===== src/rtl/simple_dir2_capture_if.sv =====
// Point-to-point `simple` link: dir1 drives simple1 and reads simple2,
// dir2 observes simple1 and drives simple2.
interface simple #(
  parameter int WIDTH = 32
);
  logic [WIDTH-1:0] simple1;
  logic [WIDTH-1:0] simple2;

  modport dir1 (output simple1, input simple2);
  modport dir2 (input simple1, output simple2);
endinterface


===== src/rtl/simple_dir2_capture.sv =====
// Change-capture FIFO on the dir2 side of a `simple` link; head shown on simple2.
// Optional push/drop statistics enabled by defining SIMPLE_DIR2_CAPTURE_STATS_EN.
module simple_dir2_capture #(
  parameter int               WIDTH     = 32,
  parameter int               DEPTH     = 4,
  parameter logic [WIDTH-1:0] EMPTY_VAL = '0
) (
  input  logic                     clk,
  input  logic                     rst,
  simple.dir2                      conn,
  input  logic                     adv,
  input  logic                     clr,
  output logic                     empty,
  output logic                     full,
  output logic [$clog2(DEPTH):0]   count,
  output logic                     overflow
`ifdef SIMPLE_DIR2_CAPTURE_STATS_EN
  ,
  output logic [15:0]              push_cnt,
  output logic [7:0]               drop_cnt
`endif
);

  localparam int AW = $clog2(DEPTH);
  localparam int CW = AW + 1;

  logic [WIDTH-1:0] mem_q [DEPTH];
  logic [WIDTH-1:0] prev_q;
  logic [AW-1:0]    rd_ptr_q, rd_ptr_d;
  logic [AW-1:0]    wr_ptr_q, wr_ptr_d;
  logic [CW-1:0]    count_q, count_d;
  logic             overflow_q, overflow_d;
  logic             chg, push, pop, drop;

  assign empty    = (count_q == '0);
  assign full     = (count_q == CW'(DEPTH));
  assign count    = count_q;
  assign overflow = overflow_q;

  // Popping from a full FIFO frees the slot the incoming push lands in.
  assign chg  = (conn.simple1 != prev_q);
  assign pop  = adv && !empty;
  assign push = chg && (!full || pop);
  assign drop = chg && full && !pop;

  always_comb begin
    rd_ptr_d   = rd_ptr_q;
    wr_ptr_d   = wr_ptr_q;
    count_d    = count_q;
    overflow_d = overflow_q;
    if (pop)  rd_ptr_d = rd_ptr_q + 1'b1;
    if (push) wr_ptr_d = wr_ptr_q + 1'b1;
    if (push && !pop)      count_d = count_q + 1'b1;
    else if (pop && !push) count_d = count_q - 1'b1;
    if (drop)     overflow_d = 1'b1;
    else if (clr) overflow_d = 1'b0;
  end

  always_ff @(posedge clk or negedge rst) begin
    if (!rst) begin
      prev_q     <= '0;
      rd_ptr_q   <= '0;
      wr_ptr_q   <= '0;
      count_q    <= '0;
      overflow_q <= 1'b0;
    end else begin
      prev_q     <= conn.simple1;
      rd_ptr_q   <= rd_ptr_d;
      wr_ptr_q   <= wr_ptr_d;
      count_q    <= count_d;
      overflow_q <= overflow_d;
    end
  end

  // Storage is left unreset; it is masked by EMPTY_VAL whenever empty.
  always_ff @(posedge clk) begin
    if (push) mem_q[wr_ptr_q] <= conn.simple1;
  end

  assign conn.simple2 = empty ? EMPTY_VAL : mem_q[rd_ptr_q];

`ifdef SIMPLE_DIR2_CAPTURE_STATS_EN
  logic [15:0] push_cnt_q;
  logic [7:0]  drop_cnt_q;

  always_ff @(posedge clk or negedge rst) begin
    if (!rst) begin
      push_cnt_q <= '0;
      drop_cnt_q <= '0;
    end else begin
      if (push) push_cnt_q <= push_cnt_q + 16'd1;
      if (clr)                               drop_cnt_q <= drop ? 8'd1 : 8'd0;
      else if (drop && drop_cnt_q != 8'hFF)  drop_cnt_q <= drop_cnt_q + 8'd1;
    end
  end

  assign push_cnt = push_cnt_q;
  assign drop_cnt = drop_cnt_q;
`endif

endmodule


===== src/flat_wrapper.sv =====
// flat-port wrapper written by rule: the top's interface ports become plain ports
module simple_dir2_capture_flat 
#(
  parameter int               WIDTH     = 32,
  parameter int               DEPTH     = 4,
  parameter logic [WIDTH-1:0] EMPTY_VAL = '0
)
  (clk, rst, adv, clr, empty, full, count, overflow, conn_simple1, conn_simple2);
  simple #(.WIDTH(WIDTH)) conn_i ();
  input  logic clk;
  input  logic rst;
  input  logic adv;
  input  logic clr;
  output logic empty;
  output logic full;
  output logic [$clog2(DEPTH):0] count;
  output logic overflow;
  input wire logic [$bits(conn_i.simple1)-1:0] conn_simple1;
  output wire logic [$bits(conn_i.simple2)-1:0] conn_simple2;
  assign conn_i.simple1 = conn_simple1;
  assign conn_simple2 = conn_i.simple2;
  simple_dir2_capture #(.WIDTH(WIDTH), .DEPTH(DEPTH), .EMPTY_VAL(EMPTY_VAL)) u_core (.clk(clk), .rst(rst), .conn(conn_i), .adv(adv), .clr(clr), .empty(empty), .full(full), .count(count), .overflow(overflow));
endmodule

===== config.mk =====
export PLATFORM = sky130hd
export DESIGN_NAME = simple_dir2_capture_flat
export DESIGN_NICKNAME = d
export VERILOG_FILES = /design/src/rtl/simple_dir2_capture_if.sv /design/src/rtl/simple_dir2_capture.sv /design/src/flat_wrapper.sv
export SDC_FILE = /design/constraint.sdc
export NUM_CORES = 1
export LEC_CHECK = 0
export ABC_AREA = 1
export BUFFER_PORTS_ARGS = -buffer_cell sky130_fd_sc_hd__buf_2
export CORE_UTILIZATION = 49
export CTS_CLUSTER_SIZE = 8
export DETAILED_ROUTE_END_ITERATION = 7
export GPL_TIMING_DRIVEN = 0
export PLACE_DENSITY = 0.77
export SYNTH_ARGS = -nofsm -noshare
export SYNTH_HDL_FRONTEND = slang
export SYNTH_SLANG_ARGS = --single-unit

===== constraint.sdc =====
create_clock -name clk -period 2.75 [get_ports clk]
set_input_delay 0.825 -clock clk [delete_from_list [all_inputs] [get_ports clk]]
set_output_delay 0.825 -clock clk [all_outputs]
set_load 0.03 [all_outputs]

======== Word-level counts from Yosys, hierarchy flattened ========
Memory sizes are Yosys's and may differ from the RTL's.
Index checks and enable logic that the tools add are counted.
storage, ports and cells
  input port bits ......................... 36
  output and inout bits ................... 38
  bits in writable memories ............... 128
  flip-flop bits (word level) ............. 40
  logic and storage cells ................. 33
  memories ................................ 1
memories
  name          words  width  read ports  clocked after Yosys merged registers in  wr ports  line                       text
  u_core.mem_q  4      32     1           0                                        1         simple_dir2_capture.sv:27  logic [WIDTH-1:0] mem_q [DEPTH];
cells by class
  $add $sub $neg .......................... 4
  equality and inequality tests ........... 2
  reductions and logical operators ........ 14
  mux-type cells .......................... 7
operators with widths
  kind                                                                 number
  32-bit two-way mux                                                   1
  32-bit != test                                                       1
  1-bit logical AND                                                    6
  3-bit two-way mux                                                    2
  2-bit by 1-bit adder with 2-bit output (second input constant)       2
  1-bit logical NOT                                                    4
  1-bit two-way mux                                                    4
  2-bit nonzero test                                                   2
  3-bit by 1-bit adder with 3-bit output (second input constant)       1
  3-bit equality test (second input constant)                          1
  3-bit logical NOT                                                    1
  3-bit by 1-bit subtractor with 3-bit output (second input constant)  1
  1-bit logical OR                                                     1

======== Depth between registers and ports, before layout ========
  depth after elaboration ................. 9
  mapped depth ............................ 16
  mapped depth without buffers ............ 16

======== Least setup slack after synthesis ========
OpenSTA, ideal clock, no wires.
  path type ............................... input -> register
  start point ............................. in conn_simple1[19]
  end point ............................... mem u_core.mem_q[0][0] (enable)
  setup slack ............................. -321 ps
  arrival time ............................ 2650 ps
  data required time ...................... 2329 ps
  buffers on the path ..................... 0
  setup time .............................. 421 ps
  cell stages on the path ................. 10
  cells stage by stage .................... inv_1 > nand2_1 > nand2_1 > nand2_1 > nor2_1 > nand2_1 > nor2_1 > nand2_2 > nand2_4 > nor2_1
on the way
  longest elaborated chain between the ends .. 4
RTL lines
  element                                  line                       text
  from (decl)                              flat_wrapper.sv:18         input wire logic [$bits(conn_i.simple1)-1:0] conn_simple1;
  32-bit != test                           simple_dir2_capture.sv:41  assign chg = (conn.simple1 != prev_q);
  1-bit logical AND                        simple_dir2_capture.sv:43  assign push = chg && (!full || pop);
  1-bit two-way mux                        simple_dir2_capture.sv:77  if (push) mem_q[wr_ptr_q] <= conn.simple1;
  1-bit two-way mux (implied by the code)  simple_dir2_capture.sv:77
  to (decl)                                simple_dir2_capture.sv:27
Every way passes these cells.

======== Worst setup path after layout ========
  start point ............................. reg u_core.rd_ptr_q[1]
  end point ............................... out conn_simple2[12]
on the way
  longest elaborated chain between the ends .. 2
RTL lines
  element                 line                       text
  from (decl)             simple_dir2_capture.sv:29  logic [AW-1:0] rd_ptr_q, rd_ptr_d;
  from (signal assigned)  simple_dir2_capture.sv:68  rd_ptr_q <= rd_ptr_d;
  memory 4 x 32 bit       --
  32-bit two-way mux      simple_dir2_capture.sv:80  assign conn.simple2 = empty ? EMPTY_VAL : mem_q[rd_ptr_q];
  to (decl)               flat_wrapper.sv:19         output wire logic [$bits(conn_i.simple2)-1:0] conn_simple2;
Every way passes these cells.

==> flow_summary_export.csv <==
group,metric,value,unit
layout,instances_no_fill,849,
setup_path,path_cells,"buf_2, clkbuf_2, nor2_1, o21ai_0, a21oi_1, buf_4",
power_and_ir_drop,power.density,1310,nW/µm²
sta,worst_pin_slew,1.01,ns
flow_run,maxCapViolCount,0,
min_path,hp-class,"flop to flop",
drt,drtIter0Drc,447,
sta,fin_worst_skew,0.0106,ns
synthesis,synth.distinct_cells,24,
synthesis,syn-num-nets,603,
drt,routed_via_density,5.28,
sta,final_max_slew_viol_count,0,
setup_path,cp_data_arrival_time,1.88,ns
power_and_ir_drop,power.leakage,3.20,nW
clock_tree,cts-root-buf,"clkbuf_16",
grt,grt_max_degree,41,
placement,gp_congestion,0.748,
drt,wire_per_inst,17.4,µm
grt,grt_pass1_wl,23.6,mm
sta,fmaxAchievable,370,MHz
setup_path,worstPathMaxFanout,10,
floorplan,die-width,119,µm
synthesis,seq_area_frac_synth,0.721,
clock_tree,path_clk_slew,0.06,ns
status,status,"completed",
synthesis,syn_avg_cell_area,12.0,µm²
layout,diodes,0,
clock_tree,cts_tree,"yes",
setup_path,critPathRequiredTime,1.93,ns
synthesis,yosys_warnings,0,
setup_path,cp_slowest_cell,"dfrtp_1",
setup_path,max_stage_delay,0.36,ns
placement,placed_cells,814,
power_and_ir_drop,vdd_drop_max,834,µV
grt,antenna_found_initial,0,
floorplan,ios,74,
layout,nNetsFinal,702,
sta,setup_viol,0,
drt,drc_errors,0,
clock_tree,clk_latency,0.42,ns
floorplan,coreArea,13300,µm²
drt,totalWireLength,14.8,mm
clock_tree,cts_made_buffers,17,
sta,relSlewSlack,0.330,
sta,min_period_over_period,0.984,
setup_path,worstSetupPathType,"flop to output pin",
floorplan,chipHeight,119,µm
sta,hold_violations,0,
clock_tree,cts_htree_levels,4,
synthesis,synth_area,6720,µm²
setup_path,cp-start-kind,"flop",
sta,rsz0062_at_grt,"yes",
grt,grt_pass1_vias,4502,
drt,drtAntennaViolNets,0,
synthesis,syn_inst,561,
drt,vias,4484,
floorplan,rows,42,
setup_path,regToRegSetupSlack,0.36,ns
sta,fin_crit,2.71,ns
floorplan,die_area,14200,µm²
setup_path,end_kind,"output pin",
floorplan,initial_core_util,0.506,
clock_tree,clockBufferDepth,2,
grt,grt_use_total,0.224,
layout,utilization,0.608,
layout,area_growth,20.3,%
synthesis,ys_ff_latch,168,
placement,io_buffers,73,
grt,grt_overflow_total,0,
layout,drive_gt1_frac,0.226,
clock_tree,clock-sinks,168,
drt,dr.pass1.iters,4,
placement,dp_hpwl,9.05,mm
-- worst paths after layout --
check / from / to / depth (start not counted)
worst max-delay path: u_core.rd_ptr_q[1] / conn_simple2[12] / 6
worst min-delay path: u_core.overflow / u_core.overflow / 2
worst max register to register: u_core.prev_q[6] / u_core.count[1] / 12
worst min register to register: u_core.overflow / u_core.overflow / 2
max in group asynchronous: rst / u_core.rd_ptr_q[0] / 1
min in group asynchronous: rst / u_core.prev_q[31] / 1
-- sequential cells by signal, summed over array words and instances, names as in the netlist --
register / flops
u_core.count: 3
u_core.mem_q: 128
u_core.overflow: 1
u_core.prev_q: 32
u_core.rd_ptr_q: 2
u_core.wr_ptr_q: 2
-- synth_stat cells --
cell      count  area (µm²)
inv_2         2        7.51
fa_1          1        20.0
dfrtp_1      40        1000
nor2_2        1        6.26
nor3_2        1        10.0
xnor2_1      24         210
mux2_2        1        11.3
edfxtp_1    128        3840
buf_6         4        45.0
a21oi_1      33         165
nand2_2       1        6.26
nand3_1       2        10.0
buf_2         7        35.0
inv_1        32         120
o21ai_0      34         170
nor3_4        1        16.3
nand2_4       1        11.3
buf_4         1        7.51
clkbuf_1     11        41.3
nand2_1      53         199
ha_1          5        62.6
nor2_1      143         537
o21ai_1      32         160
xor2_1        3        26.3
-- where the power goes --
group / leakage (nW) / total [mW] / switching [mW] / internal (mW)
Sequential: 1.67 / 3.86 / 0.245 / 3.62
Combinational: 1.25 / 4.46 / 3.09 / 1.37
Clock: 0.278 / 2.31 / 1.02 / 1.29
Total: 3.20 / 10.6 / 4.35 / 6.28
-- through the flow --
stage	instance area, µm²	total power [mW]	hold WS, ns	setup WS (ns)	setup TNS, ns
floorplan	6720	6.70	0.491	-0.321	-41.07
global placement	7310	7.89	0.507	-1.68	-210.84
detailed placement	7420	8.18	0.522	-0.354	-0.514
CTS	8020	10.5	0.533	0.00233	0
global route	8090	11.2	0.566	-0.00219	-0.00219
finish	8090	10.6	0.525	0.0443	0
-- cells in the final DEF, fill, tap and decap left out, types with 2 or more instances in the layout --
cell type     n
a21oi_1      31
a21oi_2       2
buf_12        4
buf_2        74
buf_4         9
buf_6         5
clkbuf_16    17
clkbuf_4     10
clkinv_2      2
clkinv_4      2
clkinvlp_4    3
dfrtp_1      39
edfxtp_1    128
ha_1          5
inv_1        31
inv_2         2
inv_6         4
inv_8         2
nand2_1      53
nand3_1       2
nor2_1      138
nor2_2        2
nor2_4        4
o21ai_0      34
o21ai_1      32
xnor2_1      24
xor2_1        3
-- metal layers --
layer,track usage,part of all wire
met5,0,0
met1,0.291,0.41
met4,0.0941,0.017
met2,0.365,0.51
met3,0.0503,0.065
-- cell type report --
type                    count  area [µm²]
multi-input cells         336        1660
plain buffers              23         171
well taps                 176         220
clock buffers              18         439
flip-flops and latches    168        4850
repair buffers             80         483
inverters                  34         130
fillers                  1022        5210
clock inverters            14         138
-- worst max-delay path, delay by kind of cell (launching register included) --
| kind | cells | cell delay (ns) |
|---|---|---|
| buf+inv | 3 | 0.59 |
| compound gates | 2 | 0.35 |
| flops | 1 | 0.36 |
| simple gates | 1 | 0.15 |
-- logic make-up (layout without fill, tap and decap cells) --
family,count (synthesis),count (layout),share of synthesized area
buf+inv,57,169,0.0382
fa+ha+maj,6,6,0.0123
flops,168,168,0.721
simple gates,203,203,0.118
mux,1,1,0.00167
xor+xnor,27,27,0.0352
compound gates,99,99,0.0737
-- timing repair --
action                                  in CTS  in global routing
endpoints found under the setup margin      32                 27
endpoints found under the hold margin        0                  0
pin swaps                                    1                  4
gates cloned                                 0                  1
buffers inserted                             1                  1
resized for setup                           13                 37
hold buffers                                 0                  0
Power figures use the tool's default switching activity.
